$ cat config.mk
export PLATFORM = sky130hd
export DESIGN_NAME = pll_lock_monitor
export DESIGN_NICKNAME = d
export VERILOG_FILES = /design/src/rtl/pll_pkg.sv /design/src/rtl/sync_2ff.sv /design/src/rtl/pll_lock_monitor.sv
export SDC_FILE = /design/constraint.sdc
export NUM_CORES = 1
export LEC_CHECK = 0
export ABC_AREA = 1
export BUFFER_PORTS_ARGS = -buffer_cell sky130_fd_sc_hd__buf_2
export CAP_MARGIN = 20
export CORE_UTILIZATION = 29
export DETAILED_ROUTE_END_ITERATION = 7
export MAX_ROUTING_LAYER = met4
export PLACE_DENSITY = 0.44
export SLEW_MARGIN = 10
export SYNTH_ARGS = -nofsm -noshare
export SYNTH_HDL_FRONTEND = slang
export SYNTH_HIERARCHICAL = 1
export SYNTH_SLANG_ARGS = --single-unit
$ cat constraint.sdc
create_clock -name clock_in -period 3.65 [get_ports clock_in]
set_input_delay 0.73 -clock clock_in [delete_from_list [all_inputs] [get_ports clock_in]]
set_output_delay 0.73 -clock clock_in [all_outputs]
set_load 0.02 [all_outputs]
$ cat src/rtl/pll_pkg.sv
// pll_pkg: shared types, default timing constants and small helpers for the
// PLL lock monitor. The optional timeout/retry path is selected by the
// PLL_LOCK_RETRY_EN macro in pll_lock_monitor.
package pll_pkg;

    // Monitor states; PLL_RST is only reachable when the retry path is built.
    typedef enum logic [1:0] {
        ST_WAIT_LOCK = 2'd0,
        ST_STABLE    = 2'd1,
        ST_RUN       = 2'd2,
        ST_PLL_RST   = 2'd3
    } pll_state_e;

    // Defaults assume a 12 MHz reference clock.
    localparam int unsigned DEF_STABLE_CYCLES  = 4096;    // ~341 us
    localparam int unsigned DEF_TIMEOUT_CYCLES = 120000;  // 10 ms
    localparam int unsigned DEF_RESETB_CYCLES  = 12;

    localparam logic [7:0] STAT_MAX = 8'hFF;

    function automatic int unsigned max3(input int unsigned a,
                                         input int unsigned b,
                                         input int unsigned c);
        int unsigned m;
        m = (a > b) ? a : b;
        return (m > c) ? m : c;
    endfunction

    // Statistics counters stick at all-ones instead of wrapping.
    function automatic logic [7:0] sat_inc(input logic [7:0] v);
        return (v == STAT_MAX) ? v : v + 8'd1;
    endfunction

endpackage

$ cat src/rtl/sync_2ff.sv
// sync_2ff: two-flop synchronizer for a single asynchronous level signal.
module sync_2ff (
    input  logic clk_i,
    input  logic rst_ni,
    input  logic d_i,
    output logic q_o
);

    logic meta_q;
    logic sync_q;

    // First flop may go metastable; the second gives it a full cycle to settle.
    always_ff @(posedge clk_i or negedge rst_ni) begin
        if (!rst_ni) begin
            meta_q <= 1'b0;
            sync_q <= 1'b0;
        end else begin
            meta_q <= d_i;
            sync_q <= meta_q;
        end
    end

    assign q_o = sync_q;

endmodule

$ cat src/rtl/pll_lock_monitor.sv
// pll_lock_monitor: qualifies the PLL LOCK signal, releases the downstream
// reset once lock has been stable long enough, and counts lock losses.
// Define PLL_LOCK_RETRY_EN to build the lock timeout that pulses the PLL
// RESETB pin and counts retries; without it WAIT_LOCK waits forever.
module pll_lock_monitor
    import pll_pkg::*;
#(
    parameter int unsigned STABLE_CYCLES  = DEF_STABLE_CYCLES,
    parameter int unsigned TIMEOUT_CYCLES = DEF_TIMEOUT_CYCLES,
    parameter int unsigned RESETB_CYCLES  = DEF_RESETB_CYCLES
) (
    input  logic       clock_in,
    input  logic       reset_n,
    input  logic       locked,
    input  logic       clear_stats,
    output logic       pll_resetb,
    output logic       sys_reset_n,
    output logic       ready,
    output logic [7:0] loss_count,
    output logic [7:0] retry_count
);

    // One counter is shared by all timed states, so size it for the longest.
    localparam int unsigned MAX_CYCLES = max3(STABLE_CYCLES, TIMEOUT_CYCLES, RESETB_CYCLES);
    localparam int unsigned CNT_W      = (MAX_CYCLES > 1) ? $clog2(MAX_CYCLES) : 1;

    localparam logic [CNT_W-1:0] STABLE_LAST = CNT_W'(STABLE_CYCLES - 1);

    logic             lock_s;
    pll_state_e       state_q, state_d;
    logic [CNT_W-1:0] cnt_q, cnt_d;
    logic             loss_inc;
    logic [7:0]       loss_q, loss_d;
    logic             ready_q;
    logic             sys_reset_n_q;

`ifdef PLL_LOCK_RETRY_EN
    localparam logic [CNT_W-1:0] TIMEOUT_LAST = CNT_W'(TIMEOUT_CYCLES - 1);
    localparam logic [CNT_W-1:0] RESETB_LAST  = CNT_W'(RESETB_CYCLES - 1);

    logic       retry_inc;
    logic [7:0] retry_q, retry_d;
    logic       pll_resetb_q;
`endif

    sync_2ff u_lock_sync (
        .clk_i  (clock_in),
        .rst_ni (reset_n),
        .d_i    (locked),
        .q_o    (lock_s)
    );

    // Next-state and shared-counter logic for the qualification FSM.
    always_comb begin
        state_d  = state_q;
        cnt_d    = cnt_q;
        loss_inc = 1'b0;
`ifdef PLL_LOCK_RETRY_EN
        retry_inc = 1'b0;
`endif
        case (state_q)
            ST_WAIT_LOCK: begin
                if (lock_s) begin
                    state_d = ST_STABLE;
                    cnt_d   = '0;
                end
`ifdef PLL_LOCK_RETRY_EN
                else if (cnt_q == TIMEOUT_LAST) begin
                    state_d = ST_PLL_RST;
                    cnt_d   = '0;
                end else begin
                    cnt_d = cnt_q + CNT_W'(1);
                end
`endif
            end
            ST_STABLE: begin
                // A drop before qualification is not a loss: never reached RUN.
                if (!lock_s) begin
                    state_d = ST_WAIT_LOCK;
                    cnt_d   = '0;
                end else if (cnt_q == STABLE_LAST) begin
                    state_d = ST_RUN;
                    cnt_d   = '0;
                end else begin
                    cnt_d = cnt_q + CNT_W'(1);
                end
            end
            ST_RUN: begin
                if (!lock_s) begin
                    state_d  = ST_WAIT_LOCK;
                    cnt_d    = '0;
                    loss_inc = 1'b1;
                end
            end
`ifdef PLL_LOCK_RETRY_EN
            ST_PLL_RST: begin
                // lock_s is ignored here: the PLL is being held in reset.
                if (cnt_q == RESETB_LAST) begin
                    state_d   = ST_WAIT_LOCK;
                    cnt_d     = '0;
                    retry_inc = 1'b1;
                end else begin
                    cnt_d = cnt_q + CNT_W'(1);
                end
            end
`endif
            default: begin
                state_d = ST_WAIT_LOCK;
                cnt_d   = '0;
            end
        endcase
    end

    // State and counter registers.
    always_ff @(posedge clock_in or negedge reset_n) begin
        if (!reset_n) begin
            state_q <= ST_WAIT_LOCK;
            cnt_q   <= '0;
        end else begin
            state_q <= state_d;
            cnt_q   <= cnt_d;
        end
    end

    // Loss statistic: a clear in the same cycle wins over the increment.
    always_comb begin
        loss_d = loss_q;
        if (clear_stats) begin
            loss_d = '0;
        end else if (loss_inc) begin
            loss_d = sat_inc(loss_q);
        end
    end

    // Loss counter register.
    always_ff @(posedge clock_in or negedge reset_n) begin
        if (!reset_n) begin
            loss_q <= '0;
        end else begin
            loss_q <= loss_d;
        end
    end

    // Outputs registered from next state so they line up with state==RUN.
    always_ff @(posedge clock_in or negedge reset_n) begin
        if (!reset_n) begin
            ready_q       <= 1'b0;
            sys_reset_n_q <= 1'b0;
        end else begin
            ready_q       <= (state_d == ST_RUN);
            sys_reset_n_q <= (state_d == ST_RUN);
        end
    end

`ifdef PLL_LOCK_RETRY_EN
    // Retry statistic: a clear in the same cycle wins over the increment.
    always_comb begin
        retry_d = retry_q;
        if (clear_stats) begin
            retry_d = '0;
        end else if (retry_inc) begin
            retry_d = sat_inc(retry_q);
        end
    end

    // Retry counter and PLL reset pin registers.
    always_ff @(posedge clock_in or negedge reset_n) begin
        if (!reset_n) begin
            retry_q      <= '0;
            pll_resetb_q <= 1'b1;
        end else begin
            retry_q      <= retry_d;
            pll_resetb_q <= (state_d != ST_PLL_RST);
        end
    end

    assign pll_resetb  = pll_resetb_q;
    assign retry_count = retry_q;
`else
    assign pll_resetb  = 1'b1;
    assign retry_count = 8'd0;
`endif

    assign ready       = ready_q;
    assign sys_reset_n = sys_reset_n_q;
    assign loss_count  = loss_q;

endmodule

After elaboration in Yosys (flattened, before gate mapping). Cells that the tools add are included.

Flip-flop bits (word level): 30. Bits of input ports: 4. Output and inout bits: 19. Word-level logic and storage cells: 35.

Add/subtract/negate cells: 2. Equal/unequal tests: 8. Mux-type cells: 15. Reductions and logical operators: 4.

Operators with widths (number): 17-bit 2-to-1 mux (4); 17-bit one-hot mux with 3 select lines (1); 8-bit 2-to-1 mux (3); 17-bit by 1-bit adder with 17-bit output (second input constant) (1); 17-bit by 12-bit == test with 1-bit output (second input constant) (1); 8-bit by 1-bit adder with 8-bit output (second input constant) (1); 8-bit == test (second input constant) (1); 2-bit 2-to-1 mux (4); 2-bit one-hot mux with 3 select lines (1); 2-bit == test (second input constant) (2); 2-bit inequality test (second input constant) (2); 2-bit AND reduction (2); 2-bit by 1-bit == test with 1-bit output (second input constant) (1); 2-bit zero test (1); 1-bit 2-to-1 mux (2); 2-bit by 1-bit inequality test with 1-bit output (second input constant) (1); 2-bit nonzero test (1).

Depth between registers and ports, before layout.
Depth after elaboration: 5. Gate-level depth with buffers: 11. Depth with buffers taken out: 9.

Cells and area by module. Netlist, hierarchy kept.

By module, submodules not included: pll_lock_monitor (instances 1, cells each 260, area each 1836.8 µm², seq. area each 700.7 µm²); sync_2ff (instances 1, cells each 2, area each 50.0 µm², seq. area each 50.0 µm²).

Least setup slack after synthesis. No wires, ideal clock.

Kind: input-to-reg. Start point: in clear_stats. End point: reg loss_q[4], in the netlist loss_count[4]. Setup time: 0.127 ns. Arrival time: 1.383 ns. Data required time: 3.523 ns. Path slack: 2.139 ns. Stages on the path: 6. Buffers on the path: 1. Cells stage by stage: clkinv_1 > o21ai_0 > nand2_1 > buf_4 > nand2_1 > o21ai_0.

Word-level cells in the longest chain between the ends: 2. Elaborated cells on any way between the ends: 4. Classes of those cells: eq/ne: 1; mux: 1; reduce/logical: 2.

Ends and longest elaborated chain: start: declaration (line pll_lock_monitor.sv:15) `input logic clear_stats,`; 2-bit inequality test (no source line) / 2-bit nonzero test (equally long branches); 2-bit AND reduction (no source line); end signal: assignment (line pll_lock_monitor.sv:140) `loss_q <= loss_d;`; end: declaration (line pll_lock_monitor.sv:33) `logic [7:0] loss_q, loss_d;`.

Several ways; a longest one is shown, not always the timed one. A chain may end at the register's enable or synchronous reset.

Worst setup path after layout.
Start point: reg loss_q[0], in the netlist loss_count[0]. End point: reg loss_q[0], in the netlist loss_count[0].

Word-level cells in the longest chain between the ends: 4. Elaborated cells on any way between the ends: 7. Classes of those cells: add/sub: 1; eq/ne: 2; mux: 3; reduce/logical: 1.

Ends and longest elaborated chain: 8-bit by 1-bit adder with 8-bit output (line pll_pkg.sv:31) `return (v == STAT_MAX) ? v : v + 8'd1;`; 8-bit 2-to-1 mux (line pll_pkg.sv:31); 8-bit 2-to-1 mux (line pll_lock_monitor.sv:130) `end else if (loss_inc) begin`; 8-bit 2-to-1 mux (line pll_lock_monitor.sv:128) `if (clear_stats) begin`.

Several ways; a longest one is shown, not always the timed one. The select of a mux whose other input is x is not followed.

==> impl_results.md <==
- Worst Hold Class: reg2reg
- Gpl congestion: 0.791
- Fin worst setup slack: 1980 ps
- Library cells used by synthesis: 29
- CTS root buf: clkbuf_8
- Via Count: 1576
- Fin crit share: 0.459
- CP max-delay cell: dfrtp_1
- CP required: 3820 ps
- Synth Area in XOR/XNOR: 0.0279
- Max clock buf depth: 2
- Ys Warns: 6
- H-tree lvl count: 2
- DRT Pass-1 Iters: 4
- Synth Area in Compound Gates: 0.0623
- Setup TNS: 0 ps
- RSZ-0062 raised after global routing: no
- ANT cells: 0
- Postcts setup bufs: 0
- Die extent in y: 82.7 um
- Port Buffer Count: 13
- First-pass GRT wire length: 7380 um
- Starting Density: 0.299
- Register area share after synthesis: 0.398
- Initial antenna violation count: 0
- Pre-CTS setup slack: 1730 ps
- NumNets Final: 282
- Cell-by-cell trace of the critical path: ha_1 > nand2_1 > nor2_1 > nand3_1 > nand2_1 > inv_1 > nand3_1 > o21ai_0
- Max-cap violations: 0
- Fin util: 0.328
- FILL cells: 706
- CTS tree: built
- Fmax: 597 MHz
- Clk slew on worst S/H paths: 70 ps
- Post-synthesis cell count: 262
- Hpwl dp: 3030 um
- Mapped Avg Cell Area: 7.20 um2
- Highest-count cells in the layout ignoring fill and taps: 79 x nand2_1, 33 x nor2_1, 30 x dfrtp_1
- Final setup fails: 0
- Largest family of logic cells by synthesized area: simple AND/OR/NAND/NOR gates
- Status: finished clean
- Leakage: 1.04 nW
- Residual DRC: 0
- Final Skew: 8.95 ps
- Chip width: 82.7 um
- Worst-margin pin slew: 707 ps
- Antenna-violating nets left: 0
- Layout cells sized above 1: 0.141
- P per Cell Area: 336 nW/um2
- Area grow syn2layout: 9.62%
- I/O pin count: 23
- Met1 usage: 0.197
- Final wirelength: 4150 um
- Clk sink count: 30
- TritonCTS buffer count: 5
- Worst-path fanout max: 14
- GR Overflow Total: 0
- Core area: 6310 um2
- Commonest non-fill, non-tap cell in the layout: nand2_1
- Tmin final: 1670 ps
- Area leader, netlist: dfrtp_1
- Clock latency on the worst-skew pair: 290 ps
- Hold Buf Count CTS: 0
- Top Usage Layer GRT: met2
- Min Hold Slack: 353 ps
- Multiplexer share of the synthesized area: 0
- Vias/cell: 4.45
- Post-CTS sizing: 0
- Routed len/inst: 11.7 um
- Area contributors post-synth: dfrtp_1 40%, nand2_1 16%, nor2_1 6.6%
- Setup CP Type: reg2reg
- Synth Area in Adders: 0.0133
- Peak VDD IR: 0.132 mV
- Crit path largest cell delay: 400 ps
- Crit end category: register
- Area share of the largest cell type after synthesis: 0.398
- Final hold violations: 0
- Met3 Use GR: 0.0297
- Die area: 6830 um2
- DR iter-0 viols: 113
- Startpoint types: register
- Total Power: 0.695 mW
- Seq cells post-synth: 30
- Fin. max-slew vios: 0
- Critical Path AT: 1850 ps
- Met2 Usage GRT: 0.230
- Overall Global Routing Usage: 0.152
- Vias in the first global route: 1550
- Maximum number of pins on one net before global-route repair: 31
- Row count: 29
- Max_slew headroom: 0.528
- Post-Synth Simple-Gate Area: 0.375
- Mapped Area: 1890 um2
==> kinds of logic after synthesis <==
group	count (synthesis)
AOI/OAI and AO/OA	20
xor gates and xnor gates	6
adders and majority gates	2
buffers and inverters	46
DFF	30
other	2
and+or+nand+nor	156
==> registers in the layout, indices dropped and copies added (netlist names) <==
signal / flops
cnt_q: 17
loss_count: 8
state_q: 2
u_lock_sync/meta_q: 1
sys_reset_n: 1
u_lock_sync/q_o: 1
==> path summary, 6_finish.rpt <==
kind,start,to,depth (start not counted),slack (ps)
setup / recovery,loss_count[0],loss_count[0],8,1980
hold / removal,u_lock_sync/meta_q,u_lock_sync/q_o,0,350
setup reg to reg,loss_count[0],loss_count[0],8,1980
hold reg to reg,u_lock_sync/meta_q,u_lock_sync/q_o,0,350
max in group asynchronous,reset_n,cnt_q[10],1,2700
min in group asynchronous,reset_n,cnt_q[9],1,480
==> metal layers <==
| metal | vias to the layer above | wire length, um |
|---|---|---|
| met1 | 718 | 2140 |
| met4 | 0 | 72 |
| met2 | 26 | 1820 |
| li1 | 824 | - |
| met5 | - | 0 |
| met3 | 8 | 114 |
==> final cells by class <==
class | count | area, um2 | share of cell area
Tap cell | 77 | 96.3 | 0.0466
Inverter | 33 | 124 | 0.0599
Clock buffer | 6 | 82.6 | 0.0399
Clock inverter | 2 | 12.5 | 0.00605
Sequential cell | 30 | 751 | 0.363
Multi-Input combinational cell | 193 | 937 | 0.453
Timing Repair Buffer | 13 | 65.1 | 0.0315
==> power by group <==
group          internal (mW)  leakage, nW  switching [mW]  total (mW)
combinational         0.0123        0.585          0.0422      0.0544
clock                  0.152       0.0472           0.141       0.292
sequential             0.340        0.409         0.00837       0.348
==> worst max-delay path, delay by kind of cell (launching register included) <==
kind                       cells  cell delay (ps)
AOI/OAI and AO/OA              1               80
adders and majority gates      1              180
buffers and inverters          1              130
and+or+nand+nor                5              760
DFF                            1              400
==> synth_stat cells <==
cell	count
o21ai_1	2
o21ai_0	14
buf_4	12
a21oi_4	1
nor2_8	1
clkinv_1	1
a31oi_1	1
nand3b_1	1
nor2_4	1
nor3_4	1
conb_1	2
inv_1	28
nor3_1	1
ha_1	2
nand2_1	79
buf_6	1
nand2_4	1
xor2_1	6
nand4_1	8
nor2_1	33
or2_2	1
nand3_1	20
and2_1	1
nand3_2	1
inv_2	4
o21bai_1	2
nand2_2	6
nor2_2	1
dfrtp_1	30
==> per-stage QoR <==
step           std cells  instance area [um2]
6_report             354                 2070
5_1_grt              354                 2070
4_1_cts              354                 2070
3_5_place_dp         346                 1970
3_3_place_gp         346                 1970
2_1_floorplan        269                 1910
(Power assumes the default switching activity.)
